## src/rtl/serial_alu_pkg.sv

```systemverilog
// ISA definitions shared by the serial ALU and any future parallel ALU:
// operation encodings, packet layout and the serial ALU state encoding.
package serial_alu_pkg;

  localparam int REGISTER_SIZE       = 32;
  localparam int ALU_OPERATION_COUNT = 4;
  localparam int ALU_OPERAND_WIDTH   = REGISTER_SIZE + 1;
  localparam int ALU_OPCODE_WIDTH    = $clog2(ALU_OPERATION_COUNT);

  typedef enum logic [ALU_OPCODE_WIDTH-1:0] {
    ALU_ADD,
    ALU_SUB,
    ALU_AND,
    ALU_OR
  } AluOperation;

  // Last member sits at the LSBs, so op_code is the first bit on the wire.
  typedef struct packed {
    logic [ALU_OPERAND_WIDTH-1:0] op_2;
    logic [ALU_OPERAND_WIDTH-1:0] op_1;
    AluOperation                  op_code;
  } AluPacket;

  localparam int ALU_PACKET_WIDTH = $bits(AluPacket);

  typedef enum logic [1:0] {
    RECEIVE,
    EXECUTE,
    TRANSMIT
  } SerialAluState;

endpackage

```

## src/rtl/serial_alu_if.sv

```systemverilog
// Bit-serial packet-in / result-out handshake bundle of the serial ALU.
interface serial_alu_if;

  logic rx_valid;
  logic rx_data;
  logic rx_ready;
  logic tx_valid;
  logic tx_data;
  logic tx_last;
  logic tx_ready;
  logic busy;

  modport master (
    output rx_valid, rx_data, tx_ready,
    input  rx_ready, tx_valid, tx_data, tx_last, busy
  );

  modport slave (
    input  rx_valid, rx_data, tx_ready,
    output rx_ready, tx_valid, tx_data, tx_last, busy
  );

endinterface

```

## src/rtl/serial_alu_core.sv

```systemverilog
// Combinational ALU datapath; arithmetic wraps modulo 2^WIDTH.
module serial_alu_core
  import serial_alu_pkg::*;
#(
  parameter int WIDTH = ALU_OPERAND_WIDTH
) (
  input  AluOperation      op_i,
  input  logic [WIDTH-1:0] op_1_i,
  input  logic [WIDTH-1:0] op_2_i,
  output logic [WIDTH-1:0] result_o
);

  always_comb begin
    result_o = '0;
    case (op_i)
      ALU_ADD: result_o = op_1_i + op_2_i;
      ALU_SUB: result_o = op_1_i - op_2_i;
      ALU_AND: result_o = op_1_i & op_2_i;
      ALU_OR:  result_o = op_1_i | op_2_i;
      default: result_o = '0;
    endcase
  end

endmodule

```

## src/rtl/serial_alu.sv

```systemverilog
// Serial execution stage: shifts in one AluPacket LSB first, executes it in
// one cycle, then shifts the result out LSB first under tx handshake.
module serial_alu
  import serial_alu_pkg::*;
#(
  parameter int OPERAND_WIDTH = ALU_OPERAND_WIDTH,
  parameter int OPCODE_WIDTH  = $clog2(ALU_OPERATION_COUNT)
) (
  input  logic         clk,
  input  logic         rst_n,
  serial_alu_if.slave  alu_if
);

  localparam int PACKET_WIDTH = OPCODE_WIDTH + 2 * OPERAND_WIDTH;
  localparam int CNT_W        = $clog2(PACKET_WIDTH);
  localparam int RES_IDX_W    = $clog2(OPERAND_WIDTH);

  localparam logic [CNT_W-1:0] PKT_LAST = CNT_W'(PACKET_WIDTH - 1);
  localparam logic [CNT_W-1:0] RES_LAST = CNT_W'(OPERAND_WIDTH - 1);

  SerialAluState              state_q, state_d;
  logic [CNT_W-1:0]           bit_cnt_q, bit_cnt_d;
  logic [PACKET_WIDTH-1:0]    pkt_q, pkt_d;
  logic [OPERAND_WIDTH-1:0]   result_q, result_d;
  logic [OPERAND_WIDTH-1:0]   alu_result;
  AluPacket                   pkt;
  logic                       in_tx;

  assign pkt = AluPacket'(pkt_q);

  serial_alu_core #(
    .WIDTH (OPERAND_WIDTH)
  ) u_core (
    .op_i     (pkt.op_code),
    .op_1_i   (pkt.op_1),
    .op_2_i   (pkt.op_2),
    .result_o (alu_result)
  );

  always_ff @(posedge clk or negedge rst_n) begin
    if (!rst_n) begin
      state_q   <= RECEIVE;
      bit_cnt_q <= '0;
      pkt_q     <= '0;
      result_q  <= '0;
    end else begin
      state_q   <= state_d;
      bit_cnt_q <= bit_cnt_d;
      pkt_q     <= pkt_d;
      result_q  <= result_d;
    end
  end

  // One counter serves both directions; it is cleared on every state exit.
  always_comb begin
    state_d   = state_q;
    bit_cnt_d = bit_cnt_q;
    pkt_d     = pkt_q;
    result_d  = result_q;
    case (state_q)
      RECEIVE: begin
        if (alu_if.rx_valid) begin
          pkt_d[bit_cnt_q] = alu_if.rx_data;
          if (bit_cnt_q == PKT_LAST) begin
            bit_cnt_d = '0;
            state_d   = EXECUTE;
          end else begin
            bit_cnt_d = bit_cnt_q + 1'b1;
          end
        end
      end
      EXECUTE: begin
        result_d = alu_result;
        state_d  = TRANSMIT;
      end
      TRANSMIT: begin
        if (alu_if.tx_ready) begin
          if (bit_cnt_q == RES_LAST) begin
            bit_cnt_d = '0;
            state_d   = RECEIVE;
          end else begin
            bit_cnt_d = bit_cnt_q + 1'b1;
          end
        end
      end
      default: begin
        state_d   = RECEIVE;
        bit_cnt_d = '0;
      end
    endcase
  end

  assign in_tx           = (state_q == TRANSMIT);
  assign alu_if.rx_ready = (state_q == RECEIVE);
  assign alu_if.busy     = (state_q != RECEIVE);
  assign alu_if.tx_valid = in_tx;
  assign alu_if.tx_data  = in_tx & result_q[bit_cnt_q[RES_IDX_W-1:0]];
  assign alu_if.tx_last  = in_tx && (bit_cnt_q == RES_LAST);

endmodule

```

## src/flat_wrapper.sv

```systemverilog
// flat-port wrapper written by rule: the top's interface ports become plain ports
module serial_alu_flat import serial_alu_pkg::*;
#(
  parameter int OPERAND_WIDTH = ALU_OPERAND_WIDTH,
  parameter int OPCODE_WIDTH  = $clog2(ALU_OPERATION_COUNT)
)
  (clk, rst_n, alu_if_rx_valid, alu_if_rx_data, alu_if_tx_ready, alu_if_rx_ready, alu_if_tx_valid, alu_if_tx_data, alu_if_tx_last, alu_if_busy);
  serial_alu_if alu_if_i ();
  input  logic clk;
  input  logic rst_n;
  input wire logic [$bits(alu_if_i.rx_valid)-1:0] alu_if_rx_valid;
  input wire logic [$bits(alu_if_i.rx_data)-1:0] alu_if_rx_data;
  input wire logic [$bits(alu_if_i.tx_ready)-1:0] alu_if_tx_ready;
  output wire logic [$bits(alu_if_i.rx_ready)-1:0] alu_if_rx_ready;
  output wire logic [$bits(alu_if_i.tx_valid)-1:0] alu_if_tx_valid;
  output wire logic [$bits(alu_if_i.tx_data)-1:0] alu_if_tx_data;
  output wire logic [$bits(alu_if_i.tx_last)-1:0] alu_if_tx_last;
  output wire logic [$bits(alu_if_i.busy)-1:0] alu_if_busy;
  assign alu_if_i.rx_valid = alu_if_rx_valid;
  assign alu_if_i.rx_data = alu_if_rx_data;
  assign alu_if_i.tx_ready = alu_if_tx_ready;
  assign alu_if_rx_ready = alu_if_i.rx_ready;
  assign alu_if_tx_valid = alu_if_i.tx_valid;
  assign alu_if_tx_data = alu_if_i.tx_data;
  assign alu_if_tx_last = alu_if_i.tx_last;
  assign alu_if_busy = alu_if_i.busy;
  serial_alu #(.OPERAND_WIDTH(OPERAND_WIDTH), .OPCODE_WIDTH(OPCODE_WIDTH)) u_core (.clk(clk), .rst_n(rst_n), .alu_if(alu_if_i));
endmodule
```

## config.mk

```make
export PLATFORM = sky130hd
export DESIGN_NAME = serial_alu_flat
export DESIGN_NICKNAME = d
export VERILOG_FILES = /design/src/rtl/serial_alu_pkg.sv /design/src/rtl/serial_alu_if.sv /design/src/rtl/serial_alu_core.sv /design/src/rtl/serial_alu.sv /design/src/flat_wrapper.sv
export SDC_FILE = /design/constraint.sdc
export NUM_CORES = 1
export LEC_CHECK = 0
export CAP_MARGIN = 0
export CORE_MARGIN = 1.5
export CORE_UTILIZATION = 45
export CTS_CLUSTER_DIAMETER = 40
export DETAILED_ROUTE_END_ITERATION = 8
export PLACE_DENSITY = 0.58
export REMOVE_ABC_BUFFERS = 1
export SLEW_MARGIN = 15
export SYNTH_ARGS = -nofsm -noshare
export SYNTH_HDL_FRONTEND = slang
export SYNTH_SLANG_ARGS = --single-unit
```

## constraint.sdc

```tcl
create_clock -name clk -period 4.1 [get_ports clk]
set_input_delay 0.82 -clock clk [delete_from_list [all_inputs] [get_ports clk]]
set_output_delay 0.82 -clock clk [all_outputs]
set_load 0.03 [all_outputs]
```

Word-level counts from Yosys, hierarchy flattened --
Cells that the tools add are included. W data, S select, Z words.
Word-level totals: register bits after elaboration 110, input bits 5, output and inout bits 5
Operators by class: add/sub/neg operators 3, order comparisons 3, eq/ne operators 11, multiplexer cells 16, bitwise operators 4, reductions and logical operators 8
Operator list (number):
- $pmux W33 S4 | 1
- $bwmux W68 | 1
- $add A33 B33 Y33 | 1
- $and A33 B33 Y33 | 1
- $or A33 B33 Y33 | 1
- $sub A33 B33 Y33 | 1
- $mux W7 | 4
- $pmux W7 S3 | 1
- $lt A7 B8 Y1 const B | 1
- $mux W2 | 4
- $add A7 B1 Y7 const B | 1
- $demux W1 S7 | 1
- $eq A7 B6 Y1 const B | 1
- $eq A7 B7 Y1 const B | 1
- $ge A7 B1 Y1 const B | 1
- $lt A6 B7 Y1 const B | 1
- $bmux W1 S6 | 1
- $eq A2 B2 Y1 const B | 3
- $ne A2 B2 Y1 const B | 3
- $pmux W2 S3 | 1
- $eq A2 B1 Y1 const B | 2
- $logic_not A2 Y1 | 2
- $reduce_and A4 Y1 | 1
- $reduce_and A3 Y1 | 1
- 7 further kinds | 9

Logic depth before layout (Yosys ltp) --
Gate-level depths: netlist of run 1.
depth after elaboration 5, depth in mapped cells 18

Modules after synthesis --
From an unflattened synthesis of run 1, not the netlist that was laid out.
Unflattened totals: cells, all modules 878, area total of the unflattened synthesis 8304.2 µm²
Modules (own cells, without submodules):
- serial_alu | instances 1, cells each 415, area an instance 5131.2 µm²
- serial_alu_core | instances 1, cells each 463, area an instance 3173.0 µm²

Worst setup path after synthesis of run 1 --
No wires, ideal clock.
kind register to register, from register u_core.pkt_q[48], in the netlist u_core.pkt[48], to register u_core.result_q[32], library setup time 0.127 ns, arrival 3.530 ns, required time 3.973 ns, setup slack 0.443 ns, stages on the path, launching flop included 18, period minus slack after synthesis 3.657 ns, cells stage by stage dfrtp_1 > buf_6 > or4_4 > nor4_4 > nand2_2 > nor4_1 > nor2_1 > xnor2_1 > ha_1 > a21o_1 > a21o_1 > nand3_1 > a21boi_0 > a311o_1 > o41ai_4 > o21ai_0 > xnor2_1 > o21ai_1
Between the ends: word-level cells in the longest chain between the ends 2, elaborated cells on any way between the ends 3
RTL lines:
- from (decl) | line serial_alu.sv:23 | logic [PACKET_WIDTH-1:0] pkt_q, pkt_d;
- from (signal assigned) | line serial_alu.sv:49 | pkt_q <= pkt_d;
- $sub A33 B33 Y33 / $add A33 B33 Y33 (equally long branches) | line serial_alu_core.sv:17, serial_alu_core.sv:16
- $pmux W33 S4 * | line serial_alu_core.sv:15 | case (op_i)
- to (signal assigned) | line serial_alu.sv:50 | result_q <= result_d;
- to (decl) | line serial_alu.sv:24 | logic [OPERAND_WIDTH-1:0] result_q, result_d;
Mark *: on every way between the ends. The rest lies on a longest branch, timed or not. A chain may end at the register's enable or synchronous reset.

Final worst setup path of run 1 --
from register u_core.pkt_q[50], in the netlist u_core.pkt[50], to register u_core.result_q[31]
Same word-level chain as after synthesis.

==> flow_metrics.py, run 1 <==
metrics = {
    "global_route": {
        "groute.usage.overall_pct": 26.2,
        "antenna_found_initial": 0,
        "grt_pass1_vias": 6322,
        "grt_overflow": 0,
        "grt_pass1_wl_mm": 36.7,
        "grt_max_degree": 61,
    },
    "logic_synthesis": {
        "synth_seq_area_share_pct": 34.4,
        "syn_inst": 908,
        "netlist_area_um2": 8000,
        "synth_mux_area_share_pct": 11.5,
        "yosys_most_used_dff": "dfrtp_1",
        "ys_ff_latch": 110,
        "synth_edf_count": 0,
        "synth_compound_area_share_pct": 16.6,
        "ys_warn_count": 0,
        "synth-adder-area-share_pct": 9.29,
        "yosys.cell_types.count": 67,
        "synth_xor_area_share_pct": 6.57,
        "ys_async_sr_fraction_pct": 100,
        "synth.avg_cell_area_um2": 8.81,
        "synth_top_family_by_area": "simple AND/OR/NAND/NOR gates",
        "synthSimpleGateAreaFrac_pct": 17.8,
    },
    "floorplan": {
        "die_h_um": 136,
        "initial_utilization_pct": 46.1,
        "rows": 48,
        "core_um2": 17400,
        "fp.dieW_um": 136,
        "die_area_um2": 18600,
        "top_level_ports": 10,
    },
    "clock_tree": {
        "ctsLongestPathBuffers": 2,
        "cts_buffers": 9,
        "cts_tree": "yes",
        "clock_latency_ns": 0.37,
        "cts_root_buffer": "clkbuf_16",
        "postCtsHoldBufs": 0,
        "htree_levels": 3,
        "clock_sinks": 110,
        "clk_pin_slew_ns": 0.08,
    },
    "routing": {
        "wl_per_cell_um": 20.2,
        "drtIter0Drc": 632,
        "num_vias": 6691,
        "viasPerCell": 5.82,
        "drt_pass1_iterations": 6,
        "ant_nets": 0,
        "wl_mm": 23.2,
        "drc": 0,
    },
    "outcome": {
        "status": "complete, no violations",
    },
    "cells_and_area": {
        "fillerInstances": 1652,
        "layout_commonest_cell": "nand2_1",
        "postLayoutCellArea_um2": 8820,
        "layout.nets": 962,
        "mostFrequentLayoutCells": "126 x nand2_1, 107 x dfrtp_1, 77 x nor2_1",
        "diodes": 0,
        "drive_above_1_share_pct": 17.4,
        "areaGrowthSynthToFinish_pct": 10.3,
    },
    "sta": {
        "fin_worst_skew_ns": 0.00960,
        "relSlewSlack_pct": 28.1,
        "setup_ws_ns": 0.175,
        "finalHoldViolations": 0,
        "min_period_ns": 3.93,
        "setup-tns-final_ns": 0,
        "fmax_mhz": 255,
        "drv_slew": 0,
        "hold_slack_ns": 0.484,
        "min_period_over_period_pct": 95.7,
        "setup_viol": 0,
        "tightest_slew_ns": 1.08,
    },
    "hold_path": {
        "min_from": "u_core.result_q[7]",
        "hp-class": "reg -> reg",
        "hold_end": "u_core.result_q[7]",
        "whs_path_depth": 2,
    },
    "power_and_ir_drop": {
        "p_per_area_nw_per_um2": 428,
        "intPower_w": 0.00218,
        "p_switching_w": 0.00159,
        "vdd_drop_max_mv": 0.473,
        "sw_frac_of_total_pct": 42.2,
        "seqPwrFrac_pct": 34.7,
        "cellLeakagePower_nw": 4.09,
        "clkPwrFrac_pct": 23.0,
        "p_comb_share_pct": 42.3,
        "power_w": 0.00377,
    },
    "run": {
        "maxCapViolCount": 0,
    },
    "critical_path": {
        "critPathRequiredTime_ns": 4.34,
        "reg2reg_depth": 15,
        "rrSetupSlack_ns": 0.17,
        "path_class": "reg -> reg",
        "regToRegEndpoint": "u_core.result_q[31]",
        "worstSetupEndpointType": "register",
        "startpoint_type": "register",
        "cp_max_fo": 7,
        "critPathArrivalTime_ns": 4.16,
        "reg2reg_from": "u_core.pkt[50]",
    },
    "place": {
        "dpl.hpwl_mm": 17.1,
        "dpl-instance-area_um2": 8440,
        "port_buffers": 9,
        "place.gp.congestion": 0.942,
        "dp_slack_ns": 0.0302,
    },
}
-- what timing repair did --
| action | 4_1_cts | 5_1_grt |
|---|---|---|
| setup endpoints to repair | 0 | 13 |
| gates resized for setup | 0 | 23 |
| buffers inserted | 0 | 1 |
-- metrics by stage --
stage / instances / utilization [%]
floorplan: 858 / -
global placement: 1132 / 48.6
detailed placement: 1132 / 48.6
CTS: 1148 / 50.2
global route: 1149 / 50.8
finish: 1149 / 50.8
-- final cells by class --
type                            count  area (um^2)  area share [%]
Clock buffer                       12          246            2.80
Clock inverter                      4         30.0           0.341
Inverter                           21         78.8           0.894
Multi-Input combinational cell    727         5030            57.1
Sequential cell                   110         2760            31.3
Tap cell                          225          282            3.19
Timing Repair Buffer               50          394            4.47
-- worst max-delay path by stage --
stage	startpoint	cells after the start	end	slack (ns)
2_1_floorplan	u_core.pkt[1]	12	u_core.result_q[21]	0.03
3_3_place_gp	u_core.pkt[50]	17	u_core.result_q[32]	0.05
3_5_place_dp	u_core.pkt[50]	17	u_core.result_q[32]	0.03
4_1_cts	u_core.pkt[50]	17	u_core.result_q[32]	0.003
5_1_grt	u_core.pkt[50]	15	u_core.result_q[31]	-0.008
6_report	u_core.pkt[50]	15	u_core.result_q[31]	0.17
-- synth_stat cells (3+ instances only) --
cell	number	area (um^2)
buf_6	4	45.0
o21bai_1	3	22.5
a22oi_1	7	52.6
nor2_1	79	297
xor2_1	26	228
clkbuf_1	38	143
o31ai_1	6	45.0
a21o_1	14	105
nor3_1	20	100
mux2_2	67	754
o41ai_1	4	35.0
or3_1	5	31.3
nor4_1	5	31.3
and2_1	5	31.3
mux2i_1	12	120
buf_1	6	22.5
dfrtp_1	110	2750
nand3_1	20	100
nand2b_1	10	62.6
o22ai_1	4	25.0
nor2b_1	9	56.3
maj3_1	26	260
nand2_1	127	477
xnor2_1	34	298
o21ai_0	66	330
nand3b_1	4	30.0
inv_1	21	78.8
a21oi_1	64	320
o211ai_1	8	60.1
ha_1	37	463
a211oi_1	5	37.5
nor3b_1	4	30.0
a21boi_0	3	22.5
a31oi_1	9	56.3
and3_1	4	25.0
-- worst max-delay path, stage by stage, from the launching register on --
cell      delay, ns
dfrtp_2        0.45
or4_4          0.60
nor4_4         0.23
nand2_2        0.15
nor3_4         0.29
a21oi_1        0.14
xnor2_1        0.14
ha_1           0.39
a21o_1         0.19
a21o_1         0.18
a21oi_2        0.18
nand3b_1       0.10
a31o_2         0.27
a31oi_1        0.23
xor2_1         0.16
o21ai_0        0.09
-- registers in the layout (all words and copies together) (netlist names) --
register          count
u_core.bit_cnt_q      7
u_core.pkt           68
u_core.result_q      33
u_core.state_q        2
-- per-layer routing --
metal / vias to the layer above / share of wire [%] / routed length, um / track usage [%]
met5: - / 0 / 0 / 0
met4: 0 / 1.5 / 346 / 6.03
met3: 24 / 5.0 / 1170 / 3.24
met2: 174 / 45 / 10400 / 40.3
met1: 3262 / 49 / 11300 / 39.1
li1: 3231 / - / - / -
-- power by group through the flow --
stage          registers (W)  clock network, W  logic, W
3_5_place_dp         0.00132                 0   0.00156
5_1_grt              0.00133          0.000924   0.00175
2_1_floorplan        0.00136                 0  0.000953
4_1_cts              0.00130          0.000882   0.00156
3_3_place_gp         0.00133                 0   0.00156
6_report             0.00131          0.000867   0.00160
-- cell families after synthesis --
| logic type | count (synthesis) |
|---|---|
| AOI/OAI and AO/OA | 214 |
| xor gates and xnor gates | 60 |
| adders and majority gates | 64 |
| buffers and inverters | 71 |
| DFF | 110 |
| muxes | 81 |
| and+or+nand+nor | 308 |
Power figures use the tool's default switching activity.
==> run 2, diff against run 1 <==
- SKIP_CTS_REPAIR_TIMING: not set -> 1
==> results of run 2 <==
No change in the layout: final DEF, timing and power equal those of run 1.
